--- src/rtl/stu_num_scheduler_pkg.sv ---
// rtl/stu_num_scheduler_pkg.sv - shared encodings and helpers for the student-number display sequencer
package stu_num_scheduler_pkg;

    localparam int         BCD_W  = 4;
    localparam logic [3:0] AN_OFF = 4'hF;

    typedef enum logic [1:0] {
        S_IDLE   = 2'd0,
        S_SCROLL = 2'd1,
        S_PAUSE  = 2'd2
    } state_e;

    // Nibble 0 is the most significant nibble of the 32-bit ID.
    function automatic logic [BCD_W-1:0] id_nibble(input logic [31:0] id, input logic [3:0] idx);
        logic [31:0] sh;
        sh = id << {idx[2:0], 2'b00};
        return sh[31:28];
    endfunction

endpackage

--- src/rtl/stu_num_scheduler_tick_div.sv ---
// rtl/stu_num_scheduler_tick_div.sv - wrap counter with a registered one-cycle pulse
//
// Ports:
//   clk   in   system clock, rising edge
//   rst   in   asynchronous reset, active-high
//   wrap  out  combinational, high while the counter sits at DIV-1
//   pulse out  registered, high for the cycle after the counter wraps
module tick_div #(
    parameter int DIV = 2
) (
    input  logic clk,
    input  logic rst,
    output logic wrap,
    output logic pulse
);

    localparam int CW = (DIV > 1) ? $clog2(DIV) : 1;

    logic [CW-1:0] cnt_q;
    logic          pulse_q;

    assign wrap  = (cnt_q == CW'(DIV - 1));
    assign pulse = pulse_q;

    always_ff @(posedge clk or posedge rst) begin
        if (rst) begin
            cnt_q   <= '0;
            pulse_q <= 1'b0;
        end else begin
            cnt_q   <= wrap ? '0 : cnt_q + 1'b1;
            pulse_q <= wrap;
        end
    end

endmodule

--- src/rtl/stu_num_scheduler.sv ---
// rtl/stu_num_scheduler.sv - scrolls a BCD student number through a 4-digit multiplexed window
//
// Ports:
//   clk      in   system clock, rising edge
//   rst      in   asynchronous reset, active-high
//   start    in   pulse: begin scrolling from offset 0
//   stop     in   pulse: return to idle, blank display
//   pause    in   level: freeze the scroll offset
//   p_500ms  out  one-cycle pulse every TICK_DIV clocks
//   display  out  active digit position, 0 = leftmost
//   digit    out  BCD value for the active position
//   an       out  digit enables, active-low
//   blank    out  1 = decoder drives all segments off
//   busy     out  1 while scrolling or paused
module stu_num_scheduler
    import stu_num_scheduler_pkg::*;
#(
    parameter int          TICK_DIV   = 25_000_000,
    parameter int          SCAN_DIV   = 50_000,
    parameter int          NUM_DIGITS = 8,
    parameter logic [31:0] STU_ID     = 32'h15071234
) (
    input  logic             clk,
    input  logic             rst,
    input  logic             start,
    input  logic             stop,
    input  logic             pause,
    output logic             p_500ms,
    output logic [1:0]       display,
    output logic [BCD_W-1:0] digit,
    output logic [3:0]       an,
    output logic             blank,
    output logic             busy
);

    logic tick_pulse, tick_wrap_unused;
    logic scan_wrap, scan_pulse_unused;

    tick_div #(.DIV(TICK_DIV)) u_tick (
        .clk   (clk),
        .rst   (rst),
        .wrap  (tick_wrap_unused),
        .pulse (tick_pulse)
    );

    // Display steps on the wrap edge itself, so the combinational wrap is used here.
    tick_div #(.DIV(SCAN_DIV)) u_scan (
        .clk   (clk),
        .rst   (rst),
        .wrap  (scan_wrap),
        .pulse (scan_pulse_unused)
    );

    state_e           state_q, state_d;
    logic [2:0]       offset_q, offset_d;
    logic [1:0]       display_q, display_d;
    logic [BCD_W-1:0] digit_q;
    logic [3:0]       an_q;
    logic             blank_q;
    logic             busy_q;
    logic [3:0]       win_sum;
    logic [3:0]       win_idx;

    always_comb begin
        state_d   = state_q;
        offset_d  = offset_q;
        display_d = display_q + {1'b0, scan_wrap};

        if (stop) begin
            state_d  = S_IDLE;
            offset_d = '0;
        end else begin
            if (state_q == S_SCROLL && tick_pulse) begin
                offset_d = (offset_q == 3'(NUM_DIGITS - 1)) ? 3'd0 : offset_q + 3'd1;
            end
            case (state_q)
                S_IDLE:   if (start)  state_d = S_SCROLL;
                S_SCROLL: if (pause)  state_d = S_PAUSE;
                S_PAUSE:  if (!pause) state_d = S_SCROLL;
                default:              state_d = S_IDLE;
            endcase
            if (start) begin
                offset_d = '0;
            end
        end

        // Window index from next-state values so digit lines up with the new display/offset.
        // Sum is at most 7+3, so a single conditional subtract implements the modulo.
        win_sum = {1'b0, offset_d} + {2'b00, display_d};
        win_idx = (win_sum >= 4'(NUM_DIGITS)) ? win_sum - 4'(NUM_DIGITS) : win_sum;
    end

    always_ff @(posedge clk or posedge rst) begin
        if (rst) begin
            state_q   <= S_IDLE;
            offset_q  <= '0;
            display_q <= '0;
            digit_q   <= '0;
            an_q      <= AN_OFF;
            blank_q   <= 1'b1;
            busy_q    <= 1'b0;
        end else begin
            state_q   <= state_d;
            offset_q  <= offset_d;
            display_q <= display_d;
            digit_q   <= id_nibble(STU_ID, win_idx);
            an_q      <= (state_d == S_IDLE) ? AN_OFF : ~(4'b0001 << display_d);
            blank_q   <= (state_d == S_IDLE);
            busy_q    <= (state_d != S_IDLE);
        end
    end

    assign p_500ms = tick_pulse;
    assign display = display_q;
    assign digit   = digit_q;
    assign an      = an_q;
    assign blank   = blank_q;
    assign busy    = busy_q;

endmodule
--- config.mk ---
export PLATFORM = sky130hd
export DESIGN_NAME = stu_num_scheduler
export DESIGN_NICKNAME = d
export VERILOG_FILES = /design/src/rtl/stu_num_scheduler_pkg.sv /design/src/rtl/stu_num_scheduler_tick_div.sv /design/src/rtl/stu_num_scheduler.sv
export SDC_FILE = /design/constraint.sdc
export NUM_CORES = 1
export LEC_CHECK = 0
export CAP_MARGIN = 20
export CORE_MARGIN = 2
export CORE_UTILIZATION = 50
export DETAILED_ROUTE_END_ITERATION = 7
export PLACE_DENSITY = 0.79
export SLEW_MARGIN = 20
export SYNTH_ARGS = -nofsm -noshare
export SYNTH_HDL_FRONTEND = slang
export SYNTH_SLANG_ARGS = --single-unit
--- constraint.sdc ---
create_clock -name clk -period 3.6 [get_ports clk]
set_input_delay 0.36 -clock clk [delete_from_list [all_inputs] [get_ports clk]]
set_output_delay 0.36 -clock clk [all_outputs]
set_load 0.01 [all_outputs]
### Word level (Yosys, flattened, before mapping)

Index checks and enable logic that the tools add are counted.

| word-level totals | value |
|---|---|
| register bits after elaboration | 59 |
| output and inout port bits | 13 |
| word-level logic and storage cells | 42 |

| cells by class | value |
|---|---|
| add/subtract/negate cells | 6 |
| $lt $le $gt $ge | 1 |
| equal/unequal tests | 5 |
| shift-type cells | 2 |
| muxes and demuxes | 13 |
| bitwise gates (word level) | 1 |
| reductions and logical operators | 4 |

Operator list:

| operator | number |
|---|---|
| $shl 29x5->32 const A | 1 |
| $add 25x1->25 const B | 1 |
| $eq 25x25->1 const B | 1 |
| $mux 25 | 1 |
| $add 16x1->16 const B | 1 |
| $eq 16x16->1 const B | 1 |
| $mux 16 | 1 |
| $mux 3 | 5 |
| $mux 2 | 4 |
| $pmux 2 s3 | 1 |
| $add 3x2->4 | 1 |
| $ge 4x4->1 const B | 1 |
| $logic_not 2->1 | 2 |
| $mux 4 | 1 |
| $not 4->4 | 1 |
| $shl 1x2->4 const A | 1 |
| $add 3x1->3 const B | 1 |
| $eq 3x3->1 const B | 1 |
| $sub 3x1->3 const B | 1 |
| $add 2x1->2 | 1 |
| $eq 2x1->1 const B | 1 |
| $eq 2x2->1 const B | 1 |
| $reduce_bool 2->1 | 1 |
| $logic_and 1x1->1 | 1 |

### Longest topological paths before layout

Gate-level depths: netlist of run 1.

| logic depth | value |
|---|---|
| word-level depth | 9 |
| depth in mapped cells | 13 |
| depth with buffers taken out | 13 |

### Hierarchy

A second synthesis of run 1 with hierarchy kept.

| unflattened totals | value |
|---|---|
| cell total of the unflattened synthesis | 258 |
| area total of the unflattened synthesis | 2875.3 um2 |

By module, submodules not included:

| module | times used | cells each | area an instance (um2) | sequential area each (um2) |
|---|---|---|---|---|
| tick_div at u_tick | 1 | 135 | 1362.6 | 650.6 |
| tick_div at u_scan | 1 | 69 | 782.0 | 425.4 |
| stu_num_scheduler | 1 | 54 | 730.7 | 406.6 |

### Least setup slack after synthesis of run 1

OpenSTA, ideal clock, no wires.

| timing | value |
|---|---|
| kind | register to register |
| start | register u_scan.cnt_q[4] |
| end | register digit_q[1], in the netlist digit[1] |
| setup time | 0.124 ns |
| arrival | 3.253 ns |
| required time | 3.476 ns |
| slack | 0.223 ns |
| stages on the path, launching flop included | 13 |
| period minus slack after synthesis | 3.377 ns |
| cell sequence | dfrtp_1 > or4b_1 > or4_1 > nor2_2 > ha_1 > ha_1 > inv_1 > fa_1 > inv_1 > ha_1 > nand2_1 > nor3_1 > a211o_1 |

| on the way | value |
|---|---|
| longest elaborated chain between the ends | 6 |

Ends and longest elaborated chain:

| what | RTL line | RTL |
|---|---|---|
| from (decl) | stu_num_scheduler_tick_div.sv:19 | `logic [CW-1:0] cnt_q;` |
| from (signal assigned) | stu_num_scheduler_tick_div.sv:30 | `cnt_q <= wrap ? '0 : cnt_q + 1'b1;` |
| $eq 16x16->1 * | stu_num_scheduler_tick_div.sv:22 | `assign wrap = (cnt_q == CW'(DIV - 1));` |
| $add 2x1->2 * | stu_num_scheduler.sv:67 | `display_d = display_q + {1'b0, scan_wrap};` |
| net display_d[0] | stu_num_scheduler.sv:56 | `logic [1:0] display_q, display_d;` |
| $add 3x2->4 * | stu_num_scheduler.sv:89 | `win_sum = {1'b0, offset_d} + {2'b00, display_d};` |
| $ge 4x4->1 or $sub 3x1->3 (tied branches) | stu_num_scheduler.sv:90 | `win_idx = (win_sum >= 4'(NUM_DIGITS)) ? win_sum - 4'(NUM_DIGITS) : win_sum;` |
| $mux 3 * | stu_num_scheduler.sv:90 |  |
| $shl 29x5->32 * | stu_num_scheduler_pkg.sv:16 | `sh = id << {idx[2:0], 2'b00};` |
| to (signal assigned) | stu_num_scheduler.sv:106 | `digit_q <= id_nibble(STU_ID, win_idx);` |
| to (decl) | stu_num_scheduler.sv:57 | `logic [BCD_W-1:0] digit_q;` |

The timed path passes the listed nets; every way through them passes the cells marked *.

### Worst setup path in the final report of run 1

Ends and elaborated chain as after synthesis.

==> metrics.txt, run 1 <==
DRT Pass-1 Iters=4; Post-CTS Hold Buffers=0; leading area contributor after synthesis=dfrtp_1; CTS buffer count=9; slew margin rel.=0.559; largest family of logic cells by synthesized area=simple AND/OR/NAND/NOR gates; crit path max fanout=5; pin count of the biggest net entering global routing=34; Max Clock Skew=~0.0063 ns; post-route setup TNS=0 ns; Post-CTS Setup Inserts=0; Yosys Warn Count=0; FILL cells=449; Synth Area per Inst=10.4 sq um; worst slack at placement=0.267 ns; Worst VDD drop=237 uV; Residual DRC=0; final WL=just under 5000 um; antenna-violating nets left=0; port bufs=16; CTS tree=done; diodes inserted=0; Final setup viols=0; Worst Hold Class=in -> async; Leak=1.42 nW; worst slew pin tran=around 0.66 ns; WS Path Type=reg -> reg; crit path launch=u_scan.cnt_q[4]; GRT overflow=0; worst skew pair latency=roughly 0.33 ns; fraction of synthesized cell area in xor and xnor cells=0.0863; Clock Path Buffers=2; Core Region=approximately 5200 sq um; Final WS setup=about 0.26 ns; Root Driver=clkbuf_8; Max Fclk=0.299 GHz; Post-synth top flop=dfrtp_1; Die H=approximately 78 um; Power Density=391 nW/um^2; ys async rst share=1.00; minimum hold slack=0.453 ns; largest cells by area after synthesis=dfrtp_1 48%, dfstp_2 4.8%, xor2_1 4.5%; post-detail-place hpwl=3430 um; Synth Area in Compound Gates=0.0799; DR vias=around 2000; CP Launch Type=flip-flop; Yosys cell types=42; vias in the first global route=2024; Pins Over Slew Limit=0; Post-Synth Adder-Cell Area=0.0438; post-synthesis mux area share=0.0114; fin crit period=3.34 ns; clock slew at reported path FFs=0.06 ns; fin crit share=0.928; Starting Density=0.527; initial antenna violation count=0; unrepaired setup endpoints after global routing=no; top cell type's share of synthesized area=0.484; reg-to-reg slack, setup=0.26 ns; full die area=6090 sq um; outcome=finished, final reports clean; placer congestion estimate=0.769; Synth Cell Area=2740 sq um; Clock Sinks=58; all-layer global routing usage=0.185; synthesized instance count=264; WP data required=3.81 ns; sequential fraction of the synthesis area=0.532; fin nets=302; Mapped Nets=around 280; routed length per instance=about 14 um; die width=78.0 um; synthesis-to-finish area growth=15.5%; H-tree depth=3; site row count=26; Post-synth EDFFs=0; Top Ports=18; vias per cell=5.56; initial DRC count=between 100 and 150; most common cell after layout, fill and taps aside=dfrtp_1; Setup crit end=digit[1]; number of synthesized register bits=58; final hold viol count=0; RR Startpoint=u_scan.cnt_q[4]; reported max-cap violation count=0; RR Endpoint=digit[1]; Crit path arrival time=3.55 ns; Post-CTS Resized=0; fraction of layout cells with a size suffix above 1=0.0990; Critical Path Sink Type=flip-flop; first-pass GRT wire length=roughly 8900 um; most frequent cells in the layout=53 x dfrtp_1, 24 x nand2_1, 21 x nor2_1, 16 x clkdlybuf4s50_1; r2r worst-path depth=12; simple-gate share of the synthesized area=0.219
## cell type report
type	count	area, sq um	area share
flip-flops and latches	58	1460	0.460
clock buffers	14	173	0.0545
multi-input cells	188	1210	0.382
clock inverters	2	10.0	0.00316
repair buffers	19	183	0.0577
well taps	70	87.6	0.0277
inverters	12	45.0	0.0142
## synthesized netlist by cell type (6+ instances only)
master,n
a21oi_1,13
dfrtp_1,53
ha_1,8
inv_1,12
nand2_1,24
nand3_1,14
nand4_1,6
nor2_1,21
nor3_1,9
o21ai_0,6
o31ai_1,9
or4_1,10
xnor2_1,13
xor2_1,14
## report_power, final
part           switching [W]  leakage (nW)  internal [W]
clock network       0.000236        0.0965      0.000304
logic              0.0000226         0.566     0.0000137
registers         0.00000352         0.756      0.000658
## sequential cells by signal, summed over array words and instances, names as in the netlist
| signal | cells |
|---|---|
| u_tick.cnt_q | 25 |
| an | 4 |
| offset_q | 3 |
| busy | 1 |
| display | 2 |
| digit | 3 |
| blank | 1 |
| u_tick.pulse | 1 |
| u_scan.cnt_q | 16 |
| state_q | 2 |
## cells by family (layout without fill, tap and decap cells)
group | Yosys count | after routing
and+or+nand+nor | 113 | 113
DFF | 58 | 58
AOI/OAI and AO/OA | 35 | 35
xor gates and xnor gates | 27 | 27
buffers and inverters | 18 | 47
adders and majority gates | 9 | 9
muxes | 3 | 3
other | 1 | 1
## through the flow
stage | power [W] | cells | util | cell area, sq um
floorplan | 0.000693 | 264 | - | 2740
global placement | 0.000710 | 347 | 0.573 | 2980
detailed placement | 0.000711 | 347 | 0.573 | 2980
CTS | 0.00125 | 363 | 0.608 | 3170
global route | 0.00129 | 363 | 0.608 | 3170
finish | 0.00124 | 363 | 0.608 | 3170
## layer usage
metal  global-route usage  routed length, um
met1                0.242               2300
met3               0.0333                158
met4               0.0947                115
met5                    0                  0
met2                0.297               2330
## critical path: stages, from the launching register on
cell and delay (ns):
dfrtp_1 0.43, or4b_1 0.50, or4_1 0.49, nor2_2 0.12, ha_1 0.29, ha_1 0.21
inv_1 0.06, fa_1 0.41, inv_1 0.09, ha_1 0.24, nand2_1 0.07, nor3_1 0.04
a211o_1 0.27
## worst min-delay path by stage
stage,cells after the start,slack [ns],end
floorplan,1,0.43,state_q[1]
global placement,1,0.45,u_scan.cnt_q[0]
detailed placement,1,0.45,u_scan.cnt_q[0]
CTS,1,0.46,u_scan.cnt_q[0]
global route,1,0.49,u_scan.cnt_q[0]
finish,2,0.45,u_scan.cnt_q[6]
(Power assumes the default switching activity.)
==> inputs of run 2 (changes only) <==
GPL_ROUTABILITY_DRIVEN = 0   (was default)
==> results of run 2 <==
The final DEF is identical to that of run 1; final timing and power are the same.
